===== src/rtl/life_manager.sv =====
// ============================================================================
// life_manager
// ----------------------------------------------------------------------------
// Owns the player's life count and drives the heart HUD. Runs on the frame
// clock, so one cycle is one video frame. Hit / heal / restart are one-frame
// pulses from game logic. All status outputs are registered; the heart tile
// positions are constants.
//
// Optional feature macro: LIFE_HEAL_EN
//   defined   -> heal port present, a heal adds one life (saturating at 3)
//   undefined -> no heal port, life only decrements or resets to 3
//
// Parameters:
//   INV_FRAMES  invincibility length in frames after a hit (2..1023)
//   BLINK_BIT   invincibility counter bit driving blink
//   HEART_ROW   tile row of all hearts
//   HEART_COL0  tile column of heart 0 (heart i at HEART_COL0+i)
//
// Ports:
//   frame_clk     in   frame clock
//   RESET_n       in   asynchronous reset, active low
//   hit           in   damage pulse
//   heal          in   heal pulse (LIFE_HEAL_EN only)
//   restart       in   new-game pulse, overrides hit/heal
//   life          out  lives remaining, 0..3
//   invincible    out  high while in INVINC
//   blink         out  HUD blink phase
//   game_over     out  high while in DEAD
//   heart_row[3]  out  tile row per heart
//   heart_col[3]  out  tile column per heart
// ============================================================================
module life_manager #(
    parameter int INV_FRAMES = 60,
    parameter int BLINK_BIT  = 2,
    parameter int HEART_ROW  = 1,
    parameter int HEART_COL0 = 1
) (
    input  logic       frame_clk,
    input  logic       RESET_n,
    input  logic       hit,
`ifdef LIFE_HEAL_EN
    input  logic       heal,
`endif
    input  logic       restart,
    output logic [1:0] life,
    output logic       invincible,
    output logic       blink,
    output logic       game_over,
    output logic [9:0] heart_row [3],
    output logic [9:0] heart_col [3]
);

    typedef enum logic [1:0] {
        ALIVE  = 2'd0,
        INVINC = 2'd1,
        DEAD   = 2'd2
    } state_t;

    localparam logic [9:0] INV_TC = 10'(INV_FRAMES - 1);

    state_t     r_state;
    state_t     w_state_nxt;
    logic [9:0] r_inv_cnt;
    logic [9:0] w_cnt_nxt;
    logic [1:0] w_life_nxt;
    logic       w_heal;
    logic       w_inv_last;

`ifdef LIFE_HEAL_EN
    assign w_heal = heal;
`else
    assign w_heal = 1'b0;
`endif

    // Last INVINC frame: the edge that returns to ALIVE also accepts a hit,
    // so this frame evaluates its inputs exactly as ALIVE would.
    assign w_inv_last = (r_state == INVINC) && (r_inv_cnt >= INV_TC);

    always_comb begin
        w_state_nxt = r_state;
        w_cnt_nxt   = r_inv_cnt;
        w_life_nxt  = life;
        if (restart) begin
            w_state_nxt = ALIVE;
            w_cnt_nxt   = 10'd0;
            w_life_nxt  = 2'd3;
        end else begin
            case (r_state)
                ALIVE, INVINC: begin
                    if (r_state == ALIVE || w_inv_last) begin
                        w_state_nxt = ALIVE;
                        w_cnt_nxt   = 10'd0;
                        // Hit has priority over heal outside invincibility.
                        if (hit) begin
                            if (life >= 2'd2) begin
                                w_life_nxt  = life - 2'd1;
                                w_state_nxt = INVINC;
                            end else begin
                                w_life_nxt  = 2'd0;
                                w_state_nxt = DEAD;
                            end
                        end else if (w_heal && life != 2'd3) begin
                            w_life_nxt = life + 2'd1;
                        end
                    end else begin
                        // Hits are dropped while invincible; heal still counts.
                        w_cnt_nxt = r_inv_cnt + 10'd1;
                        if (w_heal && life != 2'd3) begin
                            w_life_nxt = life + 2'd1;
                        end
                    end
                end
                DEAD: begin
                    w_life_nxt = 2'd0;
                end
                default: begin
                    w_state_nxt = ALIVE;
                    w_cnt_nxt   = 10'd0;
                    w_life_nxt  = 2'd3;
                end
            endcase
        end
    end

    // Flags are derived from next-state values so they line up with life.
    always_ff @(posedge frame_clk or negedge RESET_n) begin
        if (!RESET_n) begin
            r_state    <= ALIVE;
            r_inv_cnt  <= 10'd0;
            life       <= 2'd3;
            invincible <= 1'b0;
            blink      <= 1'b0;
            game_over  <= 1'b0;
        end else begin
            r_state    <= w_state_nxt;
            r_inv_cnt  <= w_cnt_nxt;
            life       <= w_life_nxt;
            invincible <= (w_state_nxt == INVINC);
            blink      <= (w_state_nxt == INVINC) && w_cnt_nxt[BLINK_BIT];
            game_over  <= (w_state_nxt == DEAD);
        end
    end

    for (genvar gi = 0; gi < 3; gi++) begin : g_heart
        assign heart_row[gi] = 10'(HEART_ROW);
        assign heart_col[gi] = 10'(HEART_COL0 + gi);
    end

endmodule

===== config.mk =====
export PLATFORM = sky130hd
export DESIGN_NAME = life_manager
export DESIGN_NICKNAME = d
export VERILOG_FILES = /design/src/rtl/life_manager.sv
export SDC_FILE = /design/constraint.sdc
export NUM_CORES = 1
export LEC_CHECK = 0
export CAP_MARGIN = 20
export CORE_UTILIZATION = 25
export DETAILED_ROUTE_END_ITERATION = 12
export PLACE_DENSITY = 0.6
export SLEW_MARGIN = 10
export SYNTH_ARGS = -nofsm -noshare
export SYNTH_HDL_FRONTEND = slang
export SYNTH_SLANG_ARGS = --single-unit

===== constraint.sdc =====
create_clock -name frame_clk -period 4 [get_ports frame_clk]
set_input_delay 0.8 -clock frame_clk [delete_from_list [all_inputs] [get_ports frame_clk]]
set_output_delay 0.8 -clock frame_clk [all_outputs]
set_load 0.02 [all_outputs]

== Yosys cells after proc, flatten, opt, wreduce, memory -nomap -nowiden ==
Cells that the tools add are included.

* Register bits: 17
* Output and inout bits: 65
* Word-level logic and storage cells: 37

* Add/subtract/negate cells: 2
* Order comparisons: 2
* Equality and inequality tests: 7
* Multiplexer cells: 13
* Reduce and logical (&&, ||, !) cells: 6

{| class="wikitable"
|+ Operator list
! kind !! count
|-
| 10-bit two-way mux || 2
|-
| 10-bit one-hot mux with 2 select lines || 1
|-
| 2-bit two-way mux || 8
|-
| 10-bit by 1-bit adder with 10-bit output (second input constant) || 1
|-
| 10-bit by 6-bit greater-or-equal comparator with 1-bit output (second input constant) || 1
|-
| 2-bit one-hot mux with 2 select lines || 2
|-
| 3-bit inequality test (second input constant) || 2
|-
| 2-bit by 1-bit == test with 1-bit output (second input constant) || 2
|-
| 2-bit == test (second input constant) || 2
|-
| 2-bit greater-or-equal comparator (second input constant) || 1
|-
| 1-bit logical AND || 2
|-
| 2-bit logical NOT || 1
|-
| 2-bit inequality test (second input constant) || 1
|-
| 2-bit AND reduction || 1
|-
| 2-bit OR reduction || 1
|-
| 2-bit by 1-bit subtractor with 2-bit output (second input constant) || 1
|-
| 1-bit logical OR || 1
|}

== Longest topological paths before layout ==
Gate-level depths: netlist (run 1).

* Word-level depth: 8
* Gate-level depth with buffers: 5
* Mapped depth without buffers: 5

== Worst setup path after synthesis (run 1) ==
Ideal clock, no wire load.

* Kind: register -> register
* Start point: reg r_inv_cnt[0]
* End point: reg r_inv_cnt[4]
* Library setup time: 0.082 ns
* Arrival time: 1.533 ns
* Data required time: 3.918 ns
* Setup slack: 2.385 ns
* Stages on the path, launching flop included: 6
* Buffers on the path: 0
* Period minus slack after synthesis: 1.615 ns
* Path through: dfrtp_1 ha_1 o2111ai_2 nand4b_4 or3_1 a31oi_1

* Word-level cells in the longest chain between the ends: 6
* Elaborated cells between the ends (all ways): 7
* Classes of those cells: 1 x add/sub; 1 x order compare; 3 x mux; 2 x reduce/logical

{| class="wikitable"
|+ Ends and longest elaborated chain
! what !! RTL line !! RTL
|-
| start, declared || 63 || <nowiki>logic [9:0] r_inv_cnt;</nowiki>
|-
| start signal, assigned || 136 || <nowiki>r_inv_cnt <= w_cnt_nxt;</nowiki>
|-
| 10-bit by 6-bit greater-or-equal comparator with 1-bit output || 77 || <nowiki>assign w_inv_last = (r_state == INVINC) && (r_inv_cnt >= INV_TC);</nowiki>
|-
| 1-bit logical AND || 77 ||
|-
| 1-bit logical OR || 90 || <nowiki>if (r_state == ALIVE || w_inv_last) begin</nowiki>
|-
| 10-bit two-way mux (*) || 90 ||
|-
| 10-bit one-hot mux with 2 select lines (*) || 88 || <nowiki>case (r_state)</nowiki>
|-
| 10-bit two-way mux (*) || 83 || <nowiki>if (restart) begin</nowiki>
|}

Every way passes the cells marked *; elsewhere a longest branch is shown, timed or not.
A chain may end at the register's enable or synchronous reset.

== Worst setup path after layout (run 1) ==
* Start point: reg life[1]
* End point: out life[1]

{| class="wikitable"
|+ RTL lines
! what !! RTL line !! RTL
|-
| start, declared || 45 || <nowiki>output logic [1:0] life,</nowiki>
|-
| start signal, assigned || 137 || <nowiki>life <= w_life_nxt;</nowiki>
|}

No word-level cell between the ends.

==> run summary, run 1 <==
Worst Path Class, Setup -> reg2out
number of top-level pins -> 69
WL per Instance -> 7.94 um
status -> completed
Critical R2R Launch -> r_inv_cnt[0]$_DFFE_PN0P_
fill count -> 528
cts hold-fix bufs -> 0
largest family of logic cells by synthesized area -> buffers and inverters
Fin Setup TNS -> 0 ps
CP peak stage delay -> 610 ps
Synth cell types -> 33
Post-CTS Resized -> 0
Simple-Gate Fraction of Synth Area -> 0.173
clk_lat worst skew -> 260 ps
Final Critical Period -> 2230 ps
largest net degree at the start of global routing -> 18
Peak Freq -> 0.448 GHz
Synth Instances -> 147
reg2reg setup slack -> 2270 ps
share of cells above drive strength 1 -> 0.0649
die width -> 74.2 um
final routed DRC violation total -> 0
Pwr Density -> 324 nW/um^2
Crit path required time -> 3200 ps
Total Wirelength -> 1760 um
chip height -> 74.2 um
setup ws final -> 1770 ps
most common cell after layout, fill and taps aside -> conb_1
clk_skew -> 5.47 ps
Mapped Area -> 1300 sq um
clock tree buffer depth -> 2
FF-to-FF End -> r_inv_cnt[4]$_DFFE_PN0P_
RSZ-0062 raised after global routing -> no
CP Cell Sequence -> clkdlybuf4s50_1
Power Total -> 409 uW
# diodes -> 0
clock transition at the registers of the reported paths -> 70 ps
first-pass GRT wire length -> 2720 um
number of global-route vias before repair -> 617
fin cells -> 221
Slew Viols, Final -> 0
layout net count -> 160
Synth Register Bits -> 17
Vias/cell -> 3.60
Min-Delay Endpoint -> life[1]$_DFFE_PN1P_
final setup fails -> 0
Setup Fix Bufs, Post-CTS -> 0
startpoint types -> flop
CTS buffer count -> 3
Lkg Pwr -> 0.607 nW
post-DP HPWL -> 1290 um
CTS Root Cell -> clkbuf_8
max_slew headroom -> 0.512
post-route ant nets -> 0
initial core utilization -> 0.267
PortBufs -> 8
H-Tree Depth -> 1
initial antenna violation count -> 0
Worst Hold Depth -> 2
total track usage -> 0.0695
Placer Congestion -> 0.791
Syn Area/Cell -> 8.86 sq um
hold path startpoint -> life[1]$_DFFE_PN1P_
clock sink total -> 17
initial drt markers -> 59
adder-cell area share of the yosys netlist -> 0.00961
Ys Warns -> 0
CP max-delay cell -> clkdlybuf4s50_1
Pre-Repair DR Iteration Count -> 4
Synth Area in Compound Gates -> 0.0865
DP Worst Slack -> 1570 ps
sequential area share after synthesis -> 0.329
CP Max Fanout -> 5
WP buf/inv -> 1
core area -> 4880 sq um
Max-Cap Viols -> 0
Crit path max-delay family -> buffers and inverters
Crit path arrival time -> 1430 ps
Least-Margin Pin Slew -> 730 ps
Vias -> 795
Die Footprint -> 5500 sq um
Critical Path End Type -> primary output
HP Class -> reg2reg
worst reg2reg path depth -> 5
Placed Cells incl. Taps -> 217
most frequent cells in the layout -> conb_1, nor2_1, dfrtp_1, a21oi_1, clkdlybuf4s50_1
row cnt -> 25
Hold Vio Cnt, Final -> 0
Max VDD drop -> 0.0877 mV
xor/xnor share of the synthesized area -> 0.0202
Layout area overhead -> -3.17%
CTS tree -> done
grt ovf -> 0
mux cell area share after synthesis -> 0.00768
Tcrit/Tclk final -> 0.558
[synthesized netlist by cell type]
master	number	area share
mux2i_1	1	0.0077
xnor2_1	3	0.020
dfstp_2	2	0.040
nor4_4	1	0.016
o21ai_0	1	0.0038
nand4b_4	1	0.018
clkbuf_1	2	0.0058
a31oi_1	3	0.014
a21oi_1	9	0.035
nor4_1	1	0.0048
dfrtp_1	15	0.29
or3_1	2	0.0096
a21o_1	1	0.0058
nand3b_1	1	0.0058
a22oi_1	1	0.0058
nor3_1	3	0.012
o2111ai_2	1	0.012
o21ai_1	1	0.0038
nor2b_1	1	0.0048
nand4_1	1	0.0048
and4b_2	1	0.0086
buf_4	60	0.35
nor3b_1	1	0.0058
buf_6	1	0.0086
ha_1	1	0.0096
nand3_1	4	0.015
nand2b_1	1	0.0048
inv_1	3	0.0086
nor2_1	17	0.049
nand2_1	3	0.0086
conb_1	2	0.0058
o31a_1	1	0.0067
and3_1	1	0.0048
[flip-flops by register name, indices dropped and copies added (netlist names)]
name and count:
life 2, game_over 1, invincible 1, r_state 2
blink 1, r_inv_cnt 10
[through the flow]
step | hold slack, ps | cell area (sq um) | util
CTS | 529 | 1260 | 0.258
detailed placement | 516 | 1210 | 0.249
global placement | 514 | 1210 | 0.249
finish | 526 | 1260 | 0.258
global route | 568 | 1260 | 0.258
floorplan | 504 | 1520 | -
[power by group]
part | internal (mW) | leakage [nW] | switching (mW) | total, mW
combinational | 0.0195 | 0.354 | 0.0730 | 0.0926
sequential | 0.180 | 0.227 | 0.00753 | 0.188
clock | 0.0693 | 0.0255 | 0.0597 | 0.129
[layer usage]
metal	vias up	share of wire	track usage
li1	377	-	-
met1	361	0.43	0.0762
met2	51	0.45	0.0990
met3	6	0.078	0.0217
met4	0	0.043	0.0812
met5	-	0	0
[worst max-delay path by stage]
stage,to,cells after the start,slack [ps],from
after floorplan,r_inv_cnt[4]$_DFFE_PN0P_,5,2380,r_inv_cnt[0]$_DFFE_PN0P_
after global placement,r_inv_cnt[9]$_DFFE_PN0P_,5,1580,restart
after CTS,life[1],1,1760,life[1]$_DFFE_PN1P_
final,life[1],1,1770,life[1]$_DFFE_PN1P_
after detailed placement,r_inv_cnt[9]$_DFFE_PN0P_,5,1570,restart
after global routing,r_inv_cnt[9]$_DFFE_PN0P_,5,1650,restart
[area by class of cell]
type                       instances  area, sq um  area share
clock buffer                       3         41.3      0.0327
clock inverter                     1         5.00     0.00397
inverter                           3         11.3     0.00893
multi-input combinational        122          612       0.485
sequential                        17          428       0.339
tap                               67         83.8      0.0665
timing repair buffer               8         80.1      0.0635
[cell families after synthesis]
group / Yosys count
AOI/OAI and AO/OA: 18
xor gates and xnor gates: 3
adders and majority gates: 1
buffers and inverters: 66
DFF: 17
muxes: 1
other: 2
and+or+nand+nor: 39
[worst reg2reg max path, cell delays in order (launching register included)]
cell	delay, ps
dfrtp_1	420
ha_1	290
o2111ai_2	250
nand4b_4	170
or3_1	370
a31oi_1	150
Power figures use the tool's default switching activity.
==> run 2: changes to the inputs <==
PLACE_DENSITY = 0.62   (was 0.6)
clock period = 1.9 ns   (was 4 ns; I/O delays follow)
==> run summary, run 2 (same netlist as run 1, synthesis figures left out) <==
status -> completed
post-route ant nets -> 0
total track usage -> 0.0680
largest net degree at the start of global routing -> 18
cts hold-fix bufs -> 0
Critical R2R Launch -> r_inv_cnt[0]$_DFFE_PN0P_
first-pass GRT wire length -> 2750 um
GR peak layer -> met2
Biggest register -> r_inv_cnt
crit path from -> life[1]$_DFFE_PN1P_
share of cells above drive strength 1 -> 0.0828
most common cell after layout, fill and taps aside -> conb_1
chip height -> 74.2 um
Total Wirelength -> 1840 um
Pwr Density -> 672 nW/um^2
core area -> 4880 sq um
Slew Viols, Final -> 0
Hold Vio Cnt, Final -> 0
CTS buffer count -> 3
PortBufs -> 8
Setup Fix Bufs, Post-CTS -> 0
final routed DRC violation total -> 0
Crit path required time -> 1520 ps
Peak Freq -> 0.551 GHz
HP Class -> in2async
Crit path max-delay family -> buffers and inverters
initial core utilization -> 0.267
Placer Congestion -> 0.791
die width -> 74.2 um
CP max-delay cell -> clkdlybuf4s50_1
Design Area, Final -> 1280 sq um
Final Critical Period -> 1810 ps
Switch Pwr -> 294 uW
Pre-Repair DR Iteration Count -> 4
Placed Area -> 1240 sq um
Layout area overhead -> -1.44%
crit path to -> life[1]
Stages on worst setup path -> 1
Comb power frac -> 0.231
Worst Path Class, Setup -> reg2out
Post-CTS Resized -> 0
Die Footprint -> 5500 sq um
RSZ-0062 raised after global routing -> no
FF-to-FF End -> r_inv_cnt[4]$_DFFE_PN0P_
Net Sw Frac -> 0.341
reg2reg setup slack -> 190 ps
Clock Power Share -> 0.312
CTS Root Cell -> clkbuf_8
final setup fails -> 0
Seq pwr share -> 0.457
grt ovf -> 0
startpoint types -> flop
Max VDD drop -> 0.239 mV
H-Tree Depth -> 1
Fin Setup TNS -> 0 ps
clock tree buffer depth -> 2
number of top-level pins -> 69
max FFs per register -> 10
Vias -> 815
WL per Instance -> 8.21 um
Top Registers -> r_inv_cnt: 10 flops, life: 2 flops, r_state: 2 flops
number of global-route vias before repair -> 583
CP Max Fanout -> 5
post-DP HPWL -> 1410 um
# diodes -> 0
Lkg Pwr -> 0.622 nW
initial drt markers -> 49
Critical Path End Type -> primary output
worst reg2reg path depth -> 5
M1 GR Usage -> 0.0842
row cnt -> 25
Util after Layout -> 0.263
met3 usage in global routing -> 0.0285
CP peak stage delay -> 610 ps
Crit path arrival time -> 1430 ps
clock sink total -> 17
clock transition at the registers of the reported paths -> 70 ps
WP buf/inv -> 1
Internal Dissipation -> 569 uW
setup ws final -> 85.8 ps
initial antenna violation count -> 0
layout net count -> 163
clk_skew -> 4.45 ps
Vias/cell -> 3.64
Max-Cap Viols -> 0
met2 usage -> 0.0990
CP Cell Sequence -> clkdlybuf4s50_1
most frequent cells in the layout -> conb_1, nor2_1, dfrtp_1, a21oi_1, clkdlybuf4s50_1
CTS tree -> done
Tcrit/Tclk final -> 0.955
clk_lat worst skew -> 260 ps
DP Worst Slack -> 165 ps
## run 2: how the worst min path moves through the flow
stage | from | endpoint | cells after the start
6_report | RESET_n | r_inv_cnt[2]$_DFF_PN0_ | 2
5_1_grt | RESET_n | r_inv_cnt[2]$_DFF_PN0_ | 2
2_1_floorplan | RESET_n | blink$_DFF_PN0_ | 0
3_3_place_gp | life[1]$_DFFE_PN1P_ | life[1]$_DFFE_PN1P_ | 2
4_1_cts | RESET_n | blink$_DFF_PN0_ | 2
3_5_place_dp | life[1]$_DFFE_PN1P_ | life[1]$_DFFE_PN1P_ | 2
## run 2: area by class of cell
class | instances | area [sq um]
fill | 539 | 3600
multi-input combinational | 122 | 612
sequential | 17 | 428
timing repair buffer | 11 | 103
tap | 67 | 83.8
clock buffer | 3 | 41.3
inverter | 3 | 11.3
clock inverter | 1 | 5.00
## run 2: metal layers
| layer | up-vias | wire length [um] | share of wire |
|---|---|---|---|
| li1 | 383 | - | - |
| met1 | 383 | 785 | 0.43 |
| met2 | 45 | 847 | 0.46 |
| met3 | 4 | 167 | 0.091 |
| met4 | 0 | 38 | 0.021 |
| met5 | - | 0 | 0 |
## run 2: metrics by stage
step / total power [mW] / cells / hold slack (ps)
2_1_floorplan: 0.650 / 205 / 84.4
3_3_place_gp: 0.598 / 220 / 502
3_5_place_dp: 0.600 / 220 / 507
4_1_cts: 0.873 / 224 / 451
5_1_grt: 0.908 / 224 / 460
6_report: 0.863 / 224 / 446
## run 2: power by group through the flow
stage	Clock, mW	Sequential (mW)	Combinational (mW)
after floorplan	0	0.407	0.242
after global placement	0	0.400	0.198
after detailed placement	0	0.401	0.199
after CTS	0.280	0.394	0.199
after global routing	0.294	0.397	0.218
final	0.269	0.394	0.199
